**config.mk**
```make
export PLATFORM = sky130hd
export DESIGN_NAME = seg7_scan
export DESIGN_NICKNAME = d
export VERILOG_FILES = /design/src/rtl/seg7_scan_pkg.sv /design/src/rtl/seg7_scan_hex_to_seg7.sv /design/src/rtl/seg7_scan.sv
export SDC_FILE = /design/constraint.sdc
export NUM_CORES = 1
export LEC_CHECK = 0
export ABC_AREA = 0
export CORE_UTILIZATION = 40
export CTS_CLUSTER_SIZE = 12
export DETAILED_ROUTE_END_ITERATION = 12
export GPL_TIMING_DRIVEN = 0
export PLACE_DENSITY_LB_ADDON = 0.15
export SLEW_MARGIN = 20
export SYNTH_ARGS = -nofsm -noshare
export SYNTH_HDL_FRONTEND = slang
export SYNTH_SLANG_ARGS = --single-unit
```
**constraint.sdc**
```tcl
create_clock -name clk -period 5.16 [get_ports clk]
set_input_delay 1.032 -clock clk [delete_from_list [all_inputs] [get_ports clk]]
set_output_delay 1.032 -clock clk [all_outputs]
set_load 0.02 [all_outputs]
```
**src/rtl/seg7_scan_pkg.sv**
```systemverilog
// Shared definitions for the 7-segment scan driver: segment constants,
// hex glyph lookup and the scan-state encoding.
package seg7_scan_pkg;

  localparam logic [7:0] SEG_OFF = 8'hFF;

  typedef enum logic {
    BLANK = 1'b0,
    DRIVE = 1'b1
  } scan_state_e;

  // Active-low {dp,g,f,e,d,c,b,a}; dp bit is left off here.
  function automatic logic [7:0] hex_glyph(input logic [3:0] nibble);
    logic [7:0] g;
    case (nibble)
      4'h0: g = 8'hC0;
      4'h1: g = 8'hF9;
      4'h2: g = 8'hA4;
      4'h3: g = 8'hB0;
      4'h4: g = 8'h99;
      4'h5: g = 8'h92;
      4'h6: g = 8'h82;
      4'h7: g = 8'hF8;
      4'h8: g = 8'h80;
      4'h9: g = 8'h90;
      4'hA: g = 8'h88;
      4'hB: g = 8'h83;
      4'hC: g = 8'hC6;
      4'hD: g = 8'hA1;
      4'hE: g = 8'h86;
      default: g = 8'h8E;
    endcase
    return g;
  endfunction

endpackage

```
**src/rtl/seg7_scan_hex_to_seg7.sv**
```systemverilog
// Combinational nibble + decimal point to active-low 7-segment pattern.
module hex_to_seg7
  import seg7_scan_pkg::*;
(
  input  logic [3:0] nibble,
  input  logic       dp,
  output logic [7:0] seg
);

  always_comb begin
    seg    = hex_glyph(nibble);
    seg[7] = ~dp;
  end

endmodule

```
**src/rtl/seg7_scan.sv**
```systemverilog
// N-digit common-anode display scanner with frame-aligned double buffering,
// inter-digit dead time and leading-zero suppression.
//
// state | meaning
// BLANK | all anodes off, dead time before the next digit
// DRIVE | anode of digit idx on, segments show that digit
module seg7_scan
  import seg7_scan_pkg::*;
#(
  parameter int N_DIGITS    = 4,
  parameter int DWELL_TICKS = 4,
  parameter int BLANK_TICKS = 1
) (
  input  logic                  clk,
  input  logic                  rst,
  input  logic                  scan_tick,
  input  logic                  load,
  input  logic [4*N_DIGITS-1:0] data_in,
  input  logic [N_DIGITS-1:0]   dp_in,
  input  logic                  lz_blank,
  output logic [N_DIGITS-1:0]   an,
  output logic [7:0]            seg,
  output logic                  frame_done
);

  localparam int MAX_TICKS = (DWELL_TICKS > BLANK_TICKS) ? DWELL_TICKS : BLANK_TICKS;
  localparam int TCW       = $clog2(MAX_TICKS + 1);
  localparam int IW        = $clog2(N_DIGITS);

  localparam logic [TCW-1:0] DWELL_TC = TCW'(DWELL_TICKS - 1);
  localparam logic [TCW-1:0] BLANK_TC = TCW'(BLANK_TICKS - 1);
  localparam logic [IW-1:0]  IDX_LAST = IW'(N_DIGITS - 1);

  scan_state_e           state_q, state_n;
  logic [TCW-1:0]        tick_q, tick_n;
  logic [IW-1:0]         idx_q, idx_n;
  logic                  wrap;

  logic [4*N_DIGITS-1:0] staging_data, shadow_data;
  logic [N_DIGITS-1:0]   staging_dp, shadow_dp;
  logic [N_DIGITS-1:0]   lz_mask;
  logic                  zero_run;

  logic [N_DIGITS-1:0]   an_n;
  logic [7:0]            seg_n;
  logic [3:0]            nib_sel;
  logic                  dp_sel;
  logic [7:0]            glyph_seg;

  always_ff @(posedge clk) begin
    if (rst) begin
      state_q    <= BLANK;
      tick_q     <= '0;
      idx_q      <= '0;
      an         <= '1;
      seg        <= SEG_OFF;
      frame_done <= 1'b0;
    end else begin
      state_q    <= state_n;
      tick_q     <= tick_n;
      idx_q      <= idx_n;
      an         <= an_n;
      seg        <= seg_n;
      frame_done <= wrap;
    end
  end

  always_comb begin
    state_n = state_q;
    tick_n  = tick_q;
    idx_n   = idx_q;
    wrap    = 1'b0;
    if (scan_tick) begin
      case (state_q)
        BLANK: begin
          if (tick_q == BLANK_TC) begin
            state_n = DRIVE;
            tick_n  = '0;
          end else begin
            tick_n = tick_q + 1'b1;
          end
        end
        DRIVE: begin
          if (tick_q == DWELL_TC) begin
            state_n = BLANK;
            tick_n  = '0;
            if (idx_q == IDX_LAST) begin
              idx_n = '0;
              wrap  = 1'b1;
            end else begin
              idx_n = idx_q + 1'b1;
            end
          end else begin
            tick_n = tick_q + 1'b1;
          end
        end
        default: begin
          state_n = BLANK;
          tick_n  = '0;
        end
      endcase
    end
  end

  // Digit k is blank when every nibble from k up to the top digit is zero.
  always_comb begin
    zero_run = 1'b1;
    lz_mask  = '0;
    for (int k = N_DIGITS - 1; k > 0; k--) begin
      zero_run   = zero_run && (shadow_data[4*k +: 4] == 4'h0);
      lz_mask[k] = lz_blank && zero_run;
    end
  end

  assign nib_sel = shadow_data[int'(idx_n)*4 +: 4];
  assign dp_sel  = shadow_dp[idx_n];

  hex_to_seg7 u_dec (
    .nibble (nib_sel),
    .dp     (dp_sel),
    .seg    (glyph_seg)
  );

  // Outputs are computed from the next state so they register alongside it.
  always_comb begin
    an_n  = '1;
    seg_n = SEG_OFF;
    if (state_n == DRIVE) begin
      an_n[idx_n] = 1'b0;
      seg_n       = lz_mask[idx_n] ? {~dp_sel, 7'h7F} : glyph_seg;
    end
  end

  // A load coinciding with the wrap tick goes straight to the shadow.
  always_ff @(posedge clk) begin
    if (rst) begin
      staging_data <= '0;
      staging_dp   <= '0;
      shadow_data  <= '0;
      shadow_dp    <= '0;
    end else begin
      if (load) begin
        staging_data <= data_in;
        staging_dp   <= dp_in;
      end
      if (wrap) begin
        shadow_data <= load ? data_in : staging_data;
        shadow_dp   <= load ? dp_in   : staging_dp;
      end
    end
  end

endmodule

```
## Yosys cells after proc, flatten, opt, wreduce, memory -nomap -nowiden

Memories as Yosys holds them, arrays and structs flattened. A register that Yosys moved wholly into a read port is not among the register bits.
Cells that the tools add are included.

| storage, ports and cells | value |
|---|---|
| memories kept | 1 |
| output and inout bits | 13 |
| memory bits (read-only) | 112 |
| word-level logic and storage cells | 57 |
| input bits | 25 |
| bits in registers | 52 |

| cells by class | value |
|---|---|
| bitwise logic cells | 4 |
| eq/ne operators | 2 |
| order comparisons | 2 |
| $add $sub $neg | 2 |
| shift-type cells | 1 |
| reductions and logical operators | 12 |
| mux-type cells | 23 |

Memory list:

| memory | words | bits a word | read ports | clocked after memory_dff | wr ports | RTL line | source |
|---|---|---|---|---|---|---|---|
| (name not given) | 16 | 7 | 1 | 1 | 0 | seg7_scan_pkg.sv:15 | `case (nibble)` |

Operators by type and width:

| cell | number |
|---|---|
| 16-bit 2-to-1 mux | 1 |
| 16-bit by 5-bit variable part select with 4-bit output | 1 |
| 4-bit logical NOT | 3 |
| 1-bit 2-to-1 mux | 10 |
| 2-bit 2-to-1 mux | 4 |
| 1-bit logical AND | 6 |
| 3-bit 2-to-1 mux | 2 |
| 3-bit case mux with 2 select lines | 1 |
| 1-bit binary-select mux with 2-bit select | 2 |
| 4-bit 2-to-1 mux | 1 |
| 4-bit inverter | 1 |
| 3-bit by 1-bit adder with 3-bit output (second input constant) | 1 |
| 3-bit by 2-bit == test with 1-bit output (second input constant) | 1 |
| 3-bit logical NOT | 1 |
| 2-bit by 3-bit < comparator with 1-bit output (second input constant) | 1 |
| 1-bit inverter | 3 |
| 3-bit OR reduction | 1 |
| 2-bit by 1-bit adder with 2-bit output (second input constant) | 1 |
| 1-bit demux with 2-bit select | 1 |
| 2-bit == test (second input constant) | 1 |
| 2-bit by 1-bit >= comparator with 1-bit output (second input constant) | 1 |
| 1-bit case mux with 2 select lines | 1 |
| 2-bit OR reduction | 1 |

## Logic depth before layout (Yosys ltp)

| depth | value |
|---|---|
| word-level depth | 10 |
| mapped depth | 12 |
| gate-level depth less buffers | 11 |

## By module

A second synthesis with hierarchy kept.

| unflattened totals | value |
|---|---|
| cells, all modules | 260 |
| area total of the unflattened synthesis | 2581.2 um^2 |

By module, submodules not included:

| module | times used | area an instance (um^2) | seq. area each (um^2) | cells an instance |
|---|---|---|---|---|
| seg7_scan | 1 | 2316.0 | 1181.1 | 228 |
| hex_to_seg7 | 1 | 265.3 | 0.0 | 32 |

## Least setup slack after synthesis

No wires, ideal clock.

| timing | value |
|---|---|
| path kind | in2reg |
| from | input port scan_tick |
| to | register seg[6] |
| setup slack | 2.077 ns |
| library setup time | 0.141 ns |
| buffers on the path | 2 |
| data required time | 5.019 ns |
| stages | 11 |
| arrival | 2.942 ns |
| cell sequence | buf_2 > nand3_4 > mux2i_2 > buf_6 > nand2_1 > a32oi_1 > inv_1 > ha_1 > mux2_2 > nand2_1 > o311ai_1 |

| on the way | value |
|---|---|
| longest elaborated chain between the ends | 4 |
| elaborated cells on any way between the ends | 7 |
| classes of those cells | shift: 1; mux: 4; bitwise: 1; reduce/logical: 1 |

Ends and longest elaborated chain:

| item | RTL line | source |
|---|---|---|
| start, declared | seg7_scan.sv:16 | `input logic scan_tick,` |
| parallel branches: the longest is 4 deep, another holds 16-bit by 5-bit variable part select with 4-bit output | n/a |  |
| end signal, assigned | seg7_scan.sv:63 | `seg <= seg_n;` |
| end, declared | seg7_scan.sv:22 | `output logic [7:0] seg,` |

Several ways; the timed one is not identified. The select of a mux whose other input is x is not followed.
A chain may end at the register's enable or synchronous reset.

## Worst setup path in the final report

Ends and elaborated chain as after synthesis.

==> flow_metrics.py <==
metrics = {
    "synthesis": {
        "synth-simple-area-share": 0.133,
        "yosys_warnings": 0,
        "avgSynthCellArea_um2": 9.89,
        "synth.distinct_cells": 39,
        "syn-instance-count": 264,
        "synth-edff-count": 0,
        "synth.net_count": 300,
        "yosys_register_bits": 59,
        "syn_area_mm2": 0.00261,
        "ys_seq_area_frac": 0.452,
        "synth_async_sr_flop_share": 0,
        "synth_fa_ha_area_frac": 0.0527,
        "synth_top_family_by_area": "multiplexers",
        "synth_compound_area_frac": 0.150,
        "synth_ff_type": "dfxtp_1",
        "synth_xor_area_frac": 0.0134,
        "synthMuxAreaShare": 0.154,
    },
    "job": {
        "maxCapViolCount": 0,
    },
    "grt": {
        "grt_pass1_vias": 1890,
        "use_met1": 0.239,
        "grtUsageTotal": 0.180,
        "grt_pass1_wl_um": 9010,
        "gr-usage-met3": 0.0568,
        "busiest_layer": "met2",
        "grt_max_degree": 12,
        "use_met2": 0.266,
        "antenna_found_initial": 0,
        "grt_remaining_overflow": 0,
    },
    "floorplanning": {
        "row_count": 29,
        "io_pins": 38,
        "dieWidth_um": 82.8,
        "initial_core_util": 0.414,
        "die_area_mm2": 0.00686,
        "core_area_mm2": 0.00631,
        "die_h_um": 82.8,
    },
    "detailed_routing": {
        "ant_nets": 0,
        "vias_per_cell": 5.05,
        "wl_per_cell_um": 13.1,
        "drt_iter0_drc": 79,
        "vias": 1978,
        "drtPass1Iterations": 4,
        "detail_route.drc_violations": 0,
        "totalWireLength_um": 5140,
    },
    "critical_path": {
        "critPathLaunch": "scan_tick",
        "worstSetupPathType": "in2reg",
        "end_kind": "register",
        "critPathMaxFanout": 10,
        "arrival_ns": 3.33,
        "rr_startpoint": "tick_q[0]",
        "start_kind": "input port",
        "cp.required_ns": 5.36,
    },
    "cells_and_area": {
        "diodes": 0,
        "drive_gt1_frac": 0.108,
        "areaGrowthSynthToFinish_pct": 25.8,
        "fin_cells": 392,
        "fillers": 617,
        "nNetsFinal": 346,
        "final_cell_area_mm2": 0.00328,
    },
    "timing": {
        "maxSlewHeadroom": 0.541,
        "drv_slew": 0,
        "fin_crit_sh": 0.606,
        "period_minus_slack_ns": 3.13,
        "hold_viol": 0,
        "setup-tns-final_ns": 0,
        "max_freq_ghz": 0.320,
        "skew_ns": 0.00617,
        "rsz0062_at_grt": "false",
        "worst-slew-pin-transition_ns": 0.688,
        "setup_viol": 0,
    },
    "worst_hold_path": {
        "hp-start": "tick_q[0]",
        "worst_hold_path_type": "reg2reg",
    },
    "clock_network": {
        "worst_skew_pair.late_latency_ns": 0.34,
        "path_clk_slew_ns": 0.07,
        "post-cts-setup-buffers": 0,
        "cts_tree": "yes",
        "cts_max_path_buffers": 2,
        "cts_buffers": 9,
        "cts_hold_buf": 0,
        "cts_resized": 0,
        "clock_sink_count": 59,
        "clockRootBuffer": "clkbuf_8",
        "cts_max_level": 3,
    },
    "placement": {
        "dp_hpwl_um": 3770,
        "place_inst": 376,
        "portBuffers": 35,
        "dpl-instance-area_mm2": 0.00306,
        "place_congestion": 0.776,
    },
    "pwr": {
        "power_density_mw_per_mm2": 321,
        "p_leak_uw": 0.00126,
        "ir_drop_mv": 0.163,
    },
    "status": {
        "outcome": "completed",
    },
}
-- placed cells by master, fill, tap and decap left out, types with 2 or more instances in the layout --
cell	synthesis	final
dfxtp_1	59	59
nor2_1	48	48
clkdlybuf4s50_1	0	35
mux2i_1	32	32
a211oi_1	23	23
nand2_1	17	17
ha_1	11	11
clkbuf_8	0	10
inv_1	9	9
clkbuf_1	9	9
a21oi_1	7	7
nand3_1	4	4
nor4_1	3	3
nor3_1	3	3
buf_4	2	2
mux2_2	2	2
buf_6	2	2
o21ai_0	2	2
nand2b_1	2	2
o311ai_1	2	2
buf_1	2	2
o221ai_1	2	2
or3_1	2	2
o211ai_1	2	2
xnor2_1	2	2
xor2_1	2	2
clkinvlp_4	0	2
bufinv_16	0	2
-- synth_stat cells, types with 2 or more instances --
cell      number  area [um^2]
dfxtp_1       59         1180
a211oi_1      23          173
a21oi_1        7         35.0
nand3_1        4         20.0
clkbuf_1       9         33.8
or3_1          2         12.5
o21ai_0        2         10.0
xor2_1         2         17.5
nand2b_1       2         12.5
buf_6          2         22.5
nand2_1       17         63.8
nor2_1        48          180
xnor2_1        2         17.5
inv_1          9         33.8
ha_1          11          138
buf_1          2         7.51
buf_4          2         15.0
nor3_1         3         15.0
o221ai_1       2         17.5
nor4_1         3         18.8
o311ai_1       2         17.5
mux2_2         2         22.5
mux2i_1       32          320
o211ai_1       2         15.0
-- layer usage --
metal  share of wire  wire [um]
met1            0.49       2520
met2            0.45       2300
met3           0.044        224
met4           0.018         95
met5               0          0
-- stage by stage --
step / util / setup WS (ns) / power (uW) / hold WS (ns)
2_1_floorplan: - / 2.08 / 549 / 0.456
3_3_place_gp: 0.484 / 1.65 / 591 / 0.476
3_5_place_dp: 0.484 / 1.68 / 592 / 0.488
4_1_cts: 0.520 / 2.02 / 1070 / 0.499
5_1_grt: 0.520 / 1.81 / 1110 / 0.519
6_report: 0.520 / 2.03 / 1050 / 0.496
-- flip-flops by register name (all words and copies together) (netlist names) --
| signal | cells |
|---|---|
| an | 4 |
| frame_done | 1 |
| idx_q | 2 |
| seg | 8 |
| shadow_data | 16 |
| shadow_dp | 4 |
| staging_data | 16 |
| staging_dp | 4 |
| state_q | 1 |
| tick_q | 3 |
-- final timing paths --
check | endpoint | slack (ns) | depth (start not counted)
setup / recovery | seg[6] | 2.03 | 11
hold / removal | tick_q[0] | 0.50 | 2
setup reg to reg | seg[6] | 2.10 | 12
hold reg to reg | tick_q[0] | 0.50 | 2
-- final cells by class --
type                            instances  area [um^2]  area share
Multi-Input combinational cell        180         1310       0.400
Sequential cell                        59         1180       0.360
Timing Repair Buffer                   35          350       0.107
Clock buffer                           10          138      0.0419
Tap cell                               77         96.3      0.0293
Clock inverter                          6         88.8      0.0270
Buffer                                 16         83.8      0.0255
Inverter                                9         33.8      0.0103
-- logic make-up after synthesis --
family | after synthesis
flops | 59
fa+ha+maj | 11
mux | 37
xor+xnor | 4
buf+inv | 25
simple gates | 81
compound gates | 47
-- critical path, cell delays in order --
cell and delay (ns):
buf_2 0.18, nand3_4 0.17, mux2i_2 0.34, buf_6 0.19, a21oi_1 0.07, a32oi_1 0.50
inv_1 0.19, ha_1 0.26, mux2_2 0.26, nand2_1 0.06, o311ai_1 0.08
-- power by group --
group | switching [uW] | leakage, uW | total [uW] | internal (uW)
clock | 188 | 0.000108 | 473 | 285
sequential | 7.57 | 0.000482 | 483 | 475
combinational | 48.2 | 0.000666 | 98.1 | 49.9
total | 244 | 0.00126 | 1050 | 810
Power figures use the tool's default switching activity.
==> RTL edit: new RTL, config.mk and constraints unchanged <==
The output `an` loses its register stage (`an` becomes a continuous assignment).
--- a/src/rtl/seg7_scan.sv
+++ b/src/rtl/seg7_scan.sv
@@ -52,18 +52,18 @@
       state_q    <= BLANK;
       tick_q     <= '0;
       idx_q      <= '0;
-      an         <= '1;
       seg        <= SEG_OFF;
       frame_done <= 1'b0;
     end else begin
       state_q    <= state_n;
       tick_q     <= tick_n;
       idx_q      <= idx_n;
-      an         <= an_n;
       seg        <= seg_n;
       frame_done <= wrap;
     end
   end
+
+  assign an = an_n;
 
   always_comb begin
     state_n = state_q;
Formal check against the unedited RTL: not equivalent (Yosys sat finds a counterexample within 4 cycles, from zero or initial values and one cycle with rst high).
==> RTL edit against the original RTL <==
- routed wire length down 0.14%
- utilization down 1.0 points
- sequential cell count down 4
- critical endpoint is now an[1]
- global-route usage down 0.56 points
- total power down 25%
- first-iteration DRC count down 18%
- setup slack worse by 0.59 ns
- cell area down 7.0%
- combinational power up 4%
- area after synthesis down 3.3%
==> RTL edit: results (changes against the original RTL) <==
status finished, final reports clean (unchanged); sequential share of the synthesized area 43.6% (was 45.2%); Total Wirelength 5140 um (about the same); CP Data Arrival Time 2.69 ns (was 3.33 ns); Clock Latency Late Sink 0.30 ns (was 0.34 ns); Logic pwr share 12.8% (was 9.3%); global-route wire length before repair 8810 um (was 9010 um); sequential group power 0.000450 W (was 0.000483 W); Worst Reg-to-Reg Cells 13 (was 12); layout net count 341 (was 346); Psw 0.000202 W (was 0.000244 W); Reg clk slew, reported paths 0.10 ns (was 0.07 ns); Slew @ Worst Pin 0.738 ns (was 0.688 ns); synth top area cells dfxtp_1, mux2i_1, nor2_1, a211oi_1, ha_1 (unchanged); cell count after placement 373 (was 376); most instantiated cells after synthesis dfxtp_1, nor2_1, mux2i_1, a211oi_1, nand2_1 (unchanged); LEAKAGE 1.15 nW (was 1.26 nW); CTS H-tree depth 2 (was 3); number of CTS-inserted buffers 5 (was 9); Starting DRT DRC Count 65 (was 79); Max VDD drop 0.000177 V (was 0.000163 V); Avg WL per Cell 13.5 um (was 13.1 um); via count 1943 (was 1978); Hold WS 0.498 ns (was 0.496 ns); Worst R2R Setup Slack 2.25 ns (was 2.10 ns); CP max stage delay 0.60 ns (was 0.50 ns); slowest stage cell, crit path clkdlybuf4s50_1 (was a32oi_1)
==> RTL edit: cell types whose count changed after synthesis, moves of 2 or more <==
cell and change:
nor2b_1 +2, nor3_1 -3, o311ai_1 -2, xnor2_1 -2, buf_4 -2, nand3b_1 +2, buf_6 +3, nor2_1 +3
xor2_1 -2, dfxtp_1 -4, clkbuf_1 +2
==> RTL edit: layout make-up <==
type                    count  area, um^2  share of cell area [%]
clock inverters             2        17.5                   0.573
well taps                  75        93.8                    3.07
clock buffers               5        68.8                    2.25
multi-input cells         181        1280                    42.1
flip-flops and latches     55        1100                    36.0
repair buffers             35         350                    11.5
inverters                   9        33.8                    1.11
plain buffers              18         105                    3.44
==> RTL edit: worst max path at each step <==
stage,cells past startpoint,slack [ns],endpoint
final,8,1.44,an[1]
after floorplan,7,2.04,an[1]
after detailed placement,8,1.43,an[1]
after CTS,8,1.43,an[1]
after global placement,8,1.43,an[1]
after global routing,9,1.35,an[1]
==> RTL edit: layer usage <==
layer / vias to the layer above / share of wire (%) / GRT usage, %
met5: - / 0 / 0
met4: 0 / 1.2 / 5.18
met3: 7 / 3.6 / 3.44
met2: 39 / 44 / 27.0
met1: 898 / 51 / 24.3
li1: 999 / - / -
==> RTL edit: critical path, delay by kind of cell <==
family,cells,cell delay [ns]
buf+inv,4,1.04
mux,1,0.30
simple gates,3,0.31
==> RTL edit: logic make-up after synthesis <==
logic type      share of synthesized area, %
simple gates                            14.9
flops                                   43.6
compound gates                          14.9
mux                                     15.7
buf+inv                                 5.50
fa+ha+maj                               5.45
